### src/rtl/db_mcu_arbiter.sv
// ---------------------------------------------------------------------------
// db_mcu_arbiter
//
// Purpose:
//   Debug-module command engine sitting between a debugger front end and a
//   small MCU. It halts/resumes the CPU, reads and writes the register file
//   through its debug port, and performs byte/word memory accesses by
//   borrowing the memory bus from the CPU without cutting off a CPU access
//   that is already in flight.
//
// Ports:
//   clk, rst_n              clock (rising edge), async active-low reset
//   valid + opcode bits     one-cycle command strobe; pause, resume, reg_rd,
//                           reg_wr, mem_rd, mem_wr are expected one-hot
//   mem_rw_byte, addr, d_in command operands
//   mcu_busy, d_rd, error   command status, last read result, failure pulse
//   cpu_pause, cpu_idle     halt handshake with the CPU pipeline
//   cpu_mem_req/gnt         CPU side of the memory bus arbitration
//   dbg_mem_req, mem_*      debugger memory master port
//   rf_*                    register-file debug port (registered read data)
// ---------------------------------------------------------------------------
module db_mcu_arbiter (
   input  logic        clk,
   input  logic        rst_n,
   input  logic        valid,
   input  logic        pause,
   input  logic        resume,
   input  logic        reg_rd,
   input  logic        reg_wr,
   input  logic        mem_rd,
   input  logic        mem_wr,
   input  logic        mem_rw_byte,
   input  logic [31:0] addr,
   input  logic [31:0] d_in,
   output logic        mcu_busy,
   output logic [31:0] d_rd,
   output logic        error,
   output logic        cpu_pause,
   input  logic        cpu_idle,
   input  logic        cpu_mem_req,
   output logic        cpu_mem_gnt,
   output logic        dbg_mem_req,
   output logic        mem_we,
   output logic [3:0]  mem_be,
   output logic [31:0] mem_addr,
   output logic [31:0] mem_wdata,
   input  logic        mem_ack,
   input  logic [31:0] mem_rdata,
   output logic [4:0]  rf_addr,
   output logic        rf_wr,
   output logic [31:0] rf_wdata,
   input  logic [31:0] rf_rdata
);

   typedef enum logic [2:0] {
      RUN      = 3'd0,
      HALTING  = 3'd1,
      HALTED   = 3'd2,
      REG      = 3'd3,
      MEM_WAIT = 3'd4,
      MEM      = 3'd5
   } state_t;

   state_t      state, state_n;
   logic [7:0]  cnt, cnt_n;
   logic        ret_halted, ret_halted_n;
   logic        op_wr, op_wr_n;
   logic        op_byte, op_byte_n;
   logic [1:0]  lane, lane_n;
   logic        reg_phase, reg_phase_n;

   logic        cpu_pause_n, error_n, dbg_mem_req_n, mem_we_n, rf_wr_n;
   logic [31:0] d_rd_n, mem_addr_n, mem_wdata_n, rf_wdata_n;
   logic [3:0]  mem_be_n;
   logic [4:0]  rf_addr_n;

   logic [5:0]  ops;
   logic        one_hot;
   logic        accept;

   // Command decode. A command is only looked at when the engine is idle;
   // anything strobed while busy simply falls on the floor.
   assign ops      = {pause, resume, reg_rd, reg_wr, mem_rd, mem_wr};
   assign one_hot  = (ops != 6'd0) && ((ops & (ops - 6'd1)) == 6'd0);
   assign mcu_busy = (state == HALTING) || (state == REG) ||
                     (state == MEM_WAIT) || (state == MEM);
   assign accept   = valid && !mcu_busy;

   // The CPU owns the bus whenever the debugger is not requesting it and the
   // CPU is not being held. Because dbg_mem_req is itself a register, the
   // two grants can never overlap. rst_n gates it so the grant is low while
   // reset is applied, like every other output.
   assign cpu_mem_gnt = rst_n && !dbg_mem_req &&
                        (state != HALTING) && (state != HALTED);

   // Next-state and next-output logic. Every register holds by default;
   // error and rf_wr are single-cycle strobes and default low instead.
   // Memory accesses latch address/data at acceptance but only raise
   // dbg_mem_req, mem_we and mem_be once the bus is actually free, and all
   // of those stay frozen in MEM until the ack or the timeout.
   always_comb begin
      state_n       = state;
      cnt_n         = cnt;
      ret_halted_n  = ret_halted;
      op_wr_n       = op_wr;
      op_byte_n     = op_byte;
      lane_n        = lane;
      reg_phase_n   = reg_phase;
      cpu_pause_n   = cpu_pause;
      error_n       = 1'b0;
      d_rd_n        = d_rd;
      dbg_mem_req_n = dbg_mem_req;
      mem_we_n      = mem_we;
      mem_be_n      = mem_be;
      mem_addr_n    = mem_addr;
      mem_wdata_n   = mem_wdata;
      rf_addr_n     = rf_addr;
      rf_wr_n       = 1'b0;
      rf_wdata_n    = rf_wdata;

      case (state)
         RUN, HALTED: begin
            if (accept) begin
               if (!one_hot) begin
                  error_n = 1'b1;
               end else if (pause) begin
                  if (state == RUN) begin
                     cpu_pause_n = 1'b1;
                     cnt_n       = 8'd0;
                     state_n     = HALTING;
                  end
               end else if (resume) begin
                  if (state == HALTED) begin
                     cpu_pause_n = 1'b0;
                     state_n     = RUN;
                  end
               end else if (reg_rd || reg_wr) begin
                  if (state == RUN) begin
                     error_n = 1'b1;
                  end else begin
                     rf_addr_n   = addr[4:0];
                     op_wr_n     = reg_wr;
                     reg_phase_n = 1'b0;
                     if (reg_wr) begin
                        rf_wdata_n = d_in;
                        rf_wr_n    = (addr[4:0] != 5'd0);
                     end
                     state_n = REG;
                  end
               end else begin
                  if (!mem_rw_byte && (addr[1:0] != 2'b00)) begin
                     error_n = 1'b1;
                  end else begin
                     ret_halted_n = (state == HALTED);
                     op_wr_n      = mem_wr;
                     op_byte_n    = mem_rw_byte;
                     lane_n       = addr[1:0];
                     mem_addr_n   = {addr[31:2], 2'b00};
                     mem_wdata_n  = mem_rw_byte ? {4{d_in[7:0]}} : d_in;
                     cnt_n        = 8'd0;
                     state_n      = MEM_WAIT;
                  end
               end
            end
         end

         HALTING: begin
            if (cpu_idle) begin
               state_n = HALTED;
            end else if (cnt == 8'd255) begin
               error_n     = 1'b1;
               cpu_pause_n = 1'b0;
               state_n     = RUN;
            end else begin
               cnt_n = cnt + 8'd1;
            end
         end

         REG: begin
            // Writes finish after their single strobe cycle. Reads need one
            // cycle for the RF to register rf_addr and one to capture it.
            if (op_wr) begin
               state_n = HALTED;
            end else if (!reg_phase) begin
               reg_phase_n = 1'b1;
            end else begin
               d_rd_n  = rf_rdata;
               state_n = HALTED;
            end
         end

         MEM_WAIT: begin
            // While the CPU runs, only take the bus on a cycle where it is
            // not requesting; a halted CPU cannot be mid-access.
            if (cnt == 8'd255) begin
               error_n = 1'b1;
               state_n = ret_halted ? HALTED : RUN;
            end else begin
               cnt_n = cnt + 8'd1;
               if (ret_halted || !cpu_mem_req) begin
                  dbg_mem_req_n = 1'b1;
                  mem_we_n      = op_wr;
                  mem_be_n      = op_byte ? (4'b0001 << lane) : 4'hF;
                  state_n       = MEM;
               end
            end
         end

         MEM: begin
            if (mem_ack) begin
               if (!op_wr) begin
                  d_rd_n = op_byte ? {24'd0, mem_rdata[{lane, 3'b000} +: 8]}
                                   : mem_rdata;
               end
               dbg_mem_req_n = 1'b0;
               mem_we_n      = 1'b0;
               mem_be_n      = 4'h0;
               state_n       = ret_halted ? HALTED : RUN;
            end else if (cnt == 8'd255) begin
               error_n       = 1'b1;
               dbg_mem_req_n = 1'b0;
               mem_we_n      = 1'b0;
               mem_be_n      = 4'h0;
               state_n       = ret_halted ? HALTED : RUN;
            end else begin
               cnt_n = cnt + 8'd1;
            end
         end

         default: begin
            state_n = RUN;
         end
      endcase
   end

   // State and output registers. Reset is asynchronous so a debugger reset
   // drops the bus request immediately, even in the middle of an access.
   always_ff @(posedge clk or negedge rst_n) begin
      if (!rst_n) begin
         state       <= RUN;
         cnt         <= 8'd0;
         ret_halted  <= 1'b0;
         op_wr       <= 1'b0;
         op_byte     <= 1'b0;
         lane        <= 2'b00;
         reg_phase   <= 1'b0;
         cpu_pause   <= 1'b0;
         error       <= 1'b0;
         d_rd        <= 32'd0;
         dbg_mem_req <= 1'b0;
         mem_we      <= 1'b0;
         mem_be      <= 4'h0;
         mem_addr    <= 32'd0;
         mem_wdata   <= 32'd0;
         rf_addr     <= 5'd0;
         rf_wr       <= 1'b0;
         rf_wdata    <= 32'd0;
      end else begin
         state       <= state_n;
         cnt         <= cnt_n;
         ret_halted  <= ret_halted_n;
         op_wr       <= op_wr_n;
         op_byte     <= op_byte_n;
         lane        <= lane_n;
         reg_phase   <= reg_phase_n;
         cpu_pause   <= cpu_pause_n;
         error       <= error_n;
         d_rd        <= d_rd_n;
         dbg_mem_req <= dbg_mem_req_n;
         mem_we      <= mem_we_n;
         mem_be      <= mem_be_n;
         mem_addr    <= mem_addr_n;
         mem_wdata   <= mem_wdata_n;
         rf_addr     <= rf_addr_n;
         rf_wr       <= rf_wr_n;
         rf_wdata    <= rf_wdata_n;
      end
   end

endmodule

### config.mk
export PLATFORM = sky130hd
export DESIGN_NAME = db_mcu_arbiter
export DESIGN_NICKNAME = d
export VERILOG_FILES = /design/src/rtl/db_mcu_arbiter.sv
export SDC_FILE = /design/constraint.sdc
export NUM_CORES = 1
export LEC_CHECK = 0
export CORE_MARGIN = 4
export CORE_UTILIZATION = 30
export CTS_BUF_LIST = sky130_fd_sc_hd__clkbuf_8
export DETAILED_ROUTE_END_ITERATION = 10
export PLACE_DENSITY_LB_ADDON = 0.2
export RECOVER_POWER = 25
export SYNTH_ARGS = -nofsm -noshare
export SYNTH_HDL_FRONTEND = slang
export SYNTH_SLANG_ARGS = --single-unit
### constraint.sdc
create_clock -name clk -period 4.1 [get_ports clk]
set_input_delay 0.82 -clock clk [delete_from_list [all_inputs] [get_ports clk]]
set_output_delay 0.82 -clock clk [all_outputs]
set_load 0.005 [all_outputs]
# --- After elaboration in Yosys (flattened, before gate mapping) ---
# Index checks and enable logic that the tools add are counted.
word_totals:
  ff_bits: 157
  out_inout_bits: 144
op_classes:
  add_sub_neg: 2
  n_eq_ne: 38
  n_shift: 2
  n_mux: 89
  bitwise_logic: 6
  reduce_logical: 36
op_table:
  columns: ["operator", "count"]
  rows:
  - ["$mux 32", 6]
  - ["$mux 8", 10]
  - ["$pmux 32 s2", 1]
  - ["$mux 3", 17]
  - ["$mux 1", 41]
  - ["$pmux 8 s4", 1]
  - ["$shiftx 32x6->8", 1]
  - ["$ne 2x2->1 const B", 15]
  - ["$reduce_and 8->1", 3]
  - ["$ne 3x3->1 const B", 7]
  - ["$reduce_and 7->1", 3]
  - ["$mux 4", 5]
  - ["$pmux 3 s5", 1]
  - ["$ne 5x5->1 const B", 2]
  - ["$reduce_and 10->1", 1]
  - ["$reduce_bool 2->1", 5]
  - ["$ne 3x2->1 const B", 3]
  - ["$reduce_and 9->1", 1]
  - ["$add 8x1->8 const B", 1]
  - ["$eq 8x8->1 const B", 1]
  - ["$pmux 1 s2", 4]
  - ["$pmux 4 s2", 1]
  - ["$and 6x6->6", 1]
  - ["$eq 3x2->1 const B", 2]
  - ["21 further kinds", 40]

# --- Longest topological paths before layout ---
depth:
  word_depth: 9
  ltp_mapped: 8

# --- Worst setup path after synthesis ---
# No wires, ideal clock.
synth_path:
  kind: "input -> register"
  start: "input port resume"
  end: "register rf_wdata[10]"
  t_arrival_ns: 2.285
  slack_ns: 1.690
  path_stages: 6
  path_buffers: 2
  cell_sequence: "clkbuf_1 -> nor2_1 -> o211ai_2 -> nor3_4 -> buf_4 -> mux2_2"
synth_via:
  elab_chain_len: 5
  word_cells_on_any_way: 7
  classes_between: "add/sub (1); bitwise (2); reduce/logical (4)"
synth_rtl:
  columns: ["element", "line", "source"]
  rows:
  - ["from (decl)", "27", "input logic resume,"]
  - ["$sub 6x1->6", "84", "assign one_hot = (ops != 6'd0) && ((ops & (ops - 6'd1)) == 6'd0);"]
  - ["$and 6x6->6", "84", null]
  - ["$logic_not 6->1", "84", null]
  - ["$logic_and 1x1->1", "84", null]
  - ["$reduce_and 8->1 (no source line) *", null, null]
  - ["to (signal assigned)", "276", "rf_wdata <= rf_wdata_n;"]
  - ["to (decl)", "51", "output logic [31:0] rf_wdata,"]
# Every way passes the cells marked *; elsewhere a longest branch is shown, timed or not.
# A chain may end at the register's enable or synchronous reset.

==> out/qor.csv <==
stage;metric;value;unit
pwr;Flop pwr share;43.1;%
pwr;Pwr Density;474;nW/µm²
drt;Via density;4.73;
worst_setup_path;Largest delay share family, worst path;buffers and inverters;
floorplan;Die Wd;165;µm
pwr;Pwr Total;5180;µW
timing;count of final setup violators;0;
pwr;Max VDD drop;0.212;mV
logic_synthesis;post-synthesis cell type count;58;
run;Max-Cap Viols;2;
placement;Place WS;0.772;ns
drt;final WL;23.0;mm
min_path;HP Class;input pin to asynchronous set/reset pin;
clocking;Clock Path Buffers;2;
grt;global-route wire length before repair;35.5;mm
timing;Max Slew Vio Count;118;
clocking;clk_lat worst skew;0.46;ns
pwr;combinational share of power;34.1;%
clocking;# hold bufs at CTS;0;
worst_setup_path;CP cell instances;buf_6 > clkbuf_1;
worst_setup_path;crit path launch type;input pin;
timing;Hold Fails Final Rpt;0;
logic_synthesis;Syn Area/Cell;11.0;µm²
pwr;switching portion of total power;31.5;%
worst_setup_path;WP buf/inv;2;
clocking;postcts setup bufs;0;
pwr;Clk network pwr share;22.8;%
grt;vias in the first global route;6353;
timing;Slew @ Worst Pin;2.47;ns
layout;multi-input logic area;3230;µm²
worst_setup_path;worst r2r dst;rf_wdata[11]$_DFFE_PN0P_;
run_status;status;finished with violations;
timing;achievable frequency;337;MHz
timing;Worst slew margin;-64.8;%
logic_synthesis;Commonest cells post-synth;157 x dfrtp_1, 83 x mux2_2, 80 x a21oi_1;
drt;WL/cell;18.0;µm
worst_setup_path;critical path fanouts, max;45;
pwr;P_sw;1630;µW
layout;Post-layout nets;1082;
logic_synthesis;top-count cell post-synth;dfrtp_1;
timing;WHS;0.276;ns
drt;DRC violation count after routing;0;
worst_setup_path;Reg-to-Reg Start;state[2]$_DFFE_PN0P_;
logic_synthesis;share of the synthesized area in the top cell type;53.1;%
drt;via count;6045;
floorplan;die footprint;27200;µm²
worst_setup_path;crit path DAT;3.01;ns
run_status;failing checks;max-capacitance violations, max-slew violations;
floorplan;core footprint;24300;µm²
grt;initial antenna violation count;1;
grt;remaining global-route overflow;0;
logic_synthesis;number of synthesized flops with an enable pin;0;
placement;dpl cells;1245;
drt;1st-pass router iterations;6;
worst_setup_path;CP Class;input pin to asynchronous set/reset pin;
logic_synthesis;ys flop type;dfrtp_1;
timing;setup TNS;0;ns
worst_setup_path;cell at the slowest stage of the critical path;clkbuf_1;
layout;area growth from synthesis to layout;47.7;%
placement;RePlAce Congestion;0.818;
clocking;CTS Buf Count;17;
timing;clk_skew;0.0300;ns
layout;share of layout cells above drive strength 1;14.5;%
floorplan;I/O pin cnt;285;
layout;filler instances;2367;
placement;dpl hpwl;16.6;mm
clocking;H-tree levels;4;
layout;Post-Layout Cell Count;1278;
floorplan;overall die height;165;µm
clocking;CTS tree;yes;
logic_synthesis;top cells by area, synth;dfrtp_1 53%, mux2_2 13%, a21oi_1 5.4%;
clocking;CTS sink count;157;
clocking;Clock transition at path regs;0.10;ns
logic_synthesis;Synth Cell Area;7400;µm²
drt;DRT antenna net count;0;
logic_synthesis;fraction of registers with async set/reset;100;%
worst_setup_path;Crit. End Element;asynchronous set/reset pin;
worst_setup_path;crit-path max cell delay;1.81;ns
floorplan;Rows;57;
grt;GR Util All Layers;16.6;%
worst_setup_path;WP data required;4.14;ns
worst_setup_path;FF-to-FF path depth;6;
logic_synthesis;Yosys reg bits;157;
logic_synthesis;Seq/Total Area, Yosys;53.1;%
logic_synthesis;Yosys warning count;0;
timing;worst setup margin;1.13;ns
worst_setup_path;reg-to-reg slack, setup;1.56;ns
logic_synthesis;leading area contributor after synthesis;dfrtp_1;
logic_synthesis;cells after synthesis;674;
pwr;leakage;0.00464;µW
drt;starting DRC count in detailed routing;300;
clocking;post-CTS sizing;0;
clocking;CTS root buf;clkbuf_8;
timing;Tcrit/Tclk final;72.4;%
timing;unrepaired setup endpoints after global routing;false;
layout;Reg area;3930;µm²
timing;crit path time final;2.97;ns
pwr;internal power;3540;µW
floorplan;Starting Density;30.4;%
grt;largest net degree at the start of global routing;72;
placement;I/O Buffers;282;
-- power groups by stage --
stage               sequential (µW)  clock [µW]  combinational, µW
floorplan                      2240           0                624
global placement               2250           0               1780
detailed placement             2260           0               1790
CTS                            2240        1240               1800
global route                   2290        1300               1940
finish                         2230        1180               1760
-- flip-flops by register name, indices dropped and copies added, names as in the netlist --
signal	cells
d_rd	32
mem_wdata	32
rf_wdata	32
mem_addr	30
cnt	8
rf_addr	5
mem_be	4
state	3
lane	2
cpu_pause	1
dbg_mem_req	1
error	1
mem_we	1
op_byte	1
op_wr	1
reg_phase	1
ret_halted	1
rf_wr	1
-- layout by cell type (no fill, tap or decap), drive strengths merged, types with 4 or more instances in the layout --
| cell type | n |
|---|---|
| nor3b | 27 |
| dfrtp | 157 |
| nor2 | 54 |
| a211oi | 10 |
| nor2b | 5 |
| nand2 | 45 |
| clkbuf | 19 |
| a31oi | 6 |
| buf | 13 |
| o2bb2ai | 8 |
| mux2i | 35 |
| clkinv | 7 |
| clkdlybuf4s50 | 280 |
| inv | 19 |
| or3 | 4 |
| nor3 | 7 |
| mux2 | 85 |
| o21ai | 40 |
| a21oi | 80 |
-- per-stage QoR --
stage / util, % / area, µm²
detailed placement: 43.3 / 10500
global route: 44.9 / 10900
floorplan: - / 7400
global placement: 43.3 / 10500
CTS: 45.0 / 10900
finish: 44.9 / 10900
-- worst max-delay path by stage --
stage | start | to | cells after the start
floorplan | resume | rf_wdata[10]$_DFFE_PN0P_ | 6
global placement | reg_rd | mem_wdata[7]$_DFFE_PN0P_ | 6
detailed placement | reg_rd | mem_wdata[2]$_DFFE_PN0P_ | 6
CTS | state[1]$_DFFE_PN0P_ | cpu_mem_gnt | 3
global route | rst_n | rf_wdata[23]$_DFFE_PN0P_ | 2
finish | rst_n | mem_wdata[15]$_DFFE_PN0P_ | 2
-- area by class of cell --
type | count | area share, %
clock inverters | 15 | 1.56
multi-input cells | 458 | 29.5
flip-flops and latches | 157 | 35.9
inverters | 11 | 0.378
repair buffers | 295 | 26.7
well taps | 324 | 3.71
diodes | 1 | 0.0229
clock buffers | 17 | 2.14
-- cells by family after synthesis --
logic type	Yosys count	share of synthesized area [%]
compound gates	173	14.1
xor+xnor	3	0.355
fa+ha+maj	1	0.169
buf+inv	60	3.75
flops	157	53.1
mux	120	17.7
other cells	1	0.0507
simple gates	159	10.9
-- metal layers --
| layer | share of wire (%) | GRT usage [%] |
|---|---|---|
| met3 | 11 | 7.17 |
| met5 | 0 | 0 |
| met2 | 45 | 25.5 |
| met1 | 43 | 21.6 |
| met4 | 0.91 | 4.20 |
No activity file was read; power rests on OpenSTA's default activity.
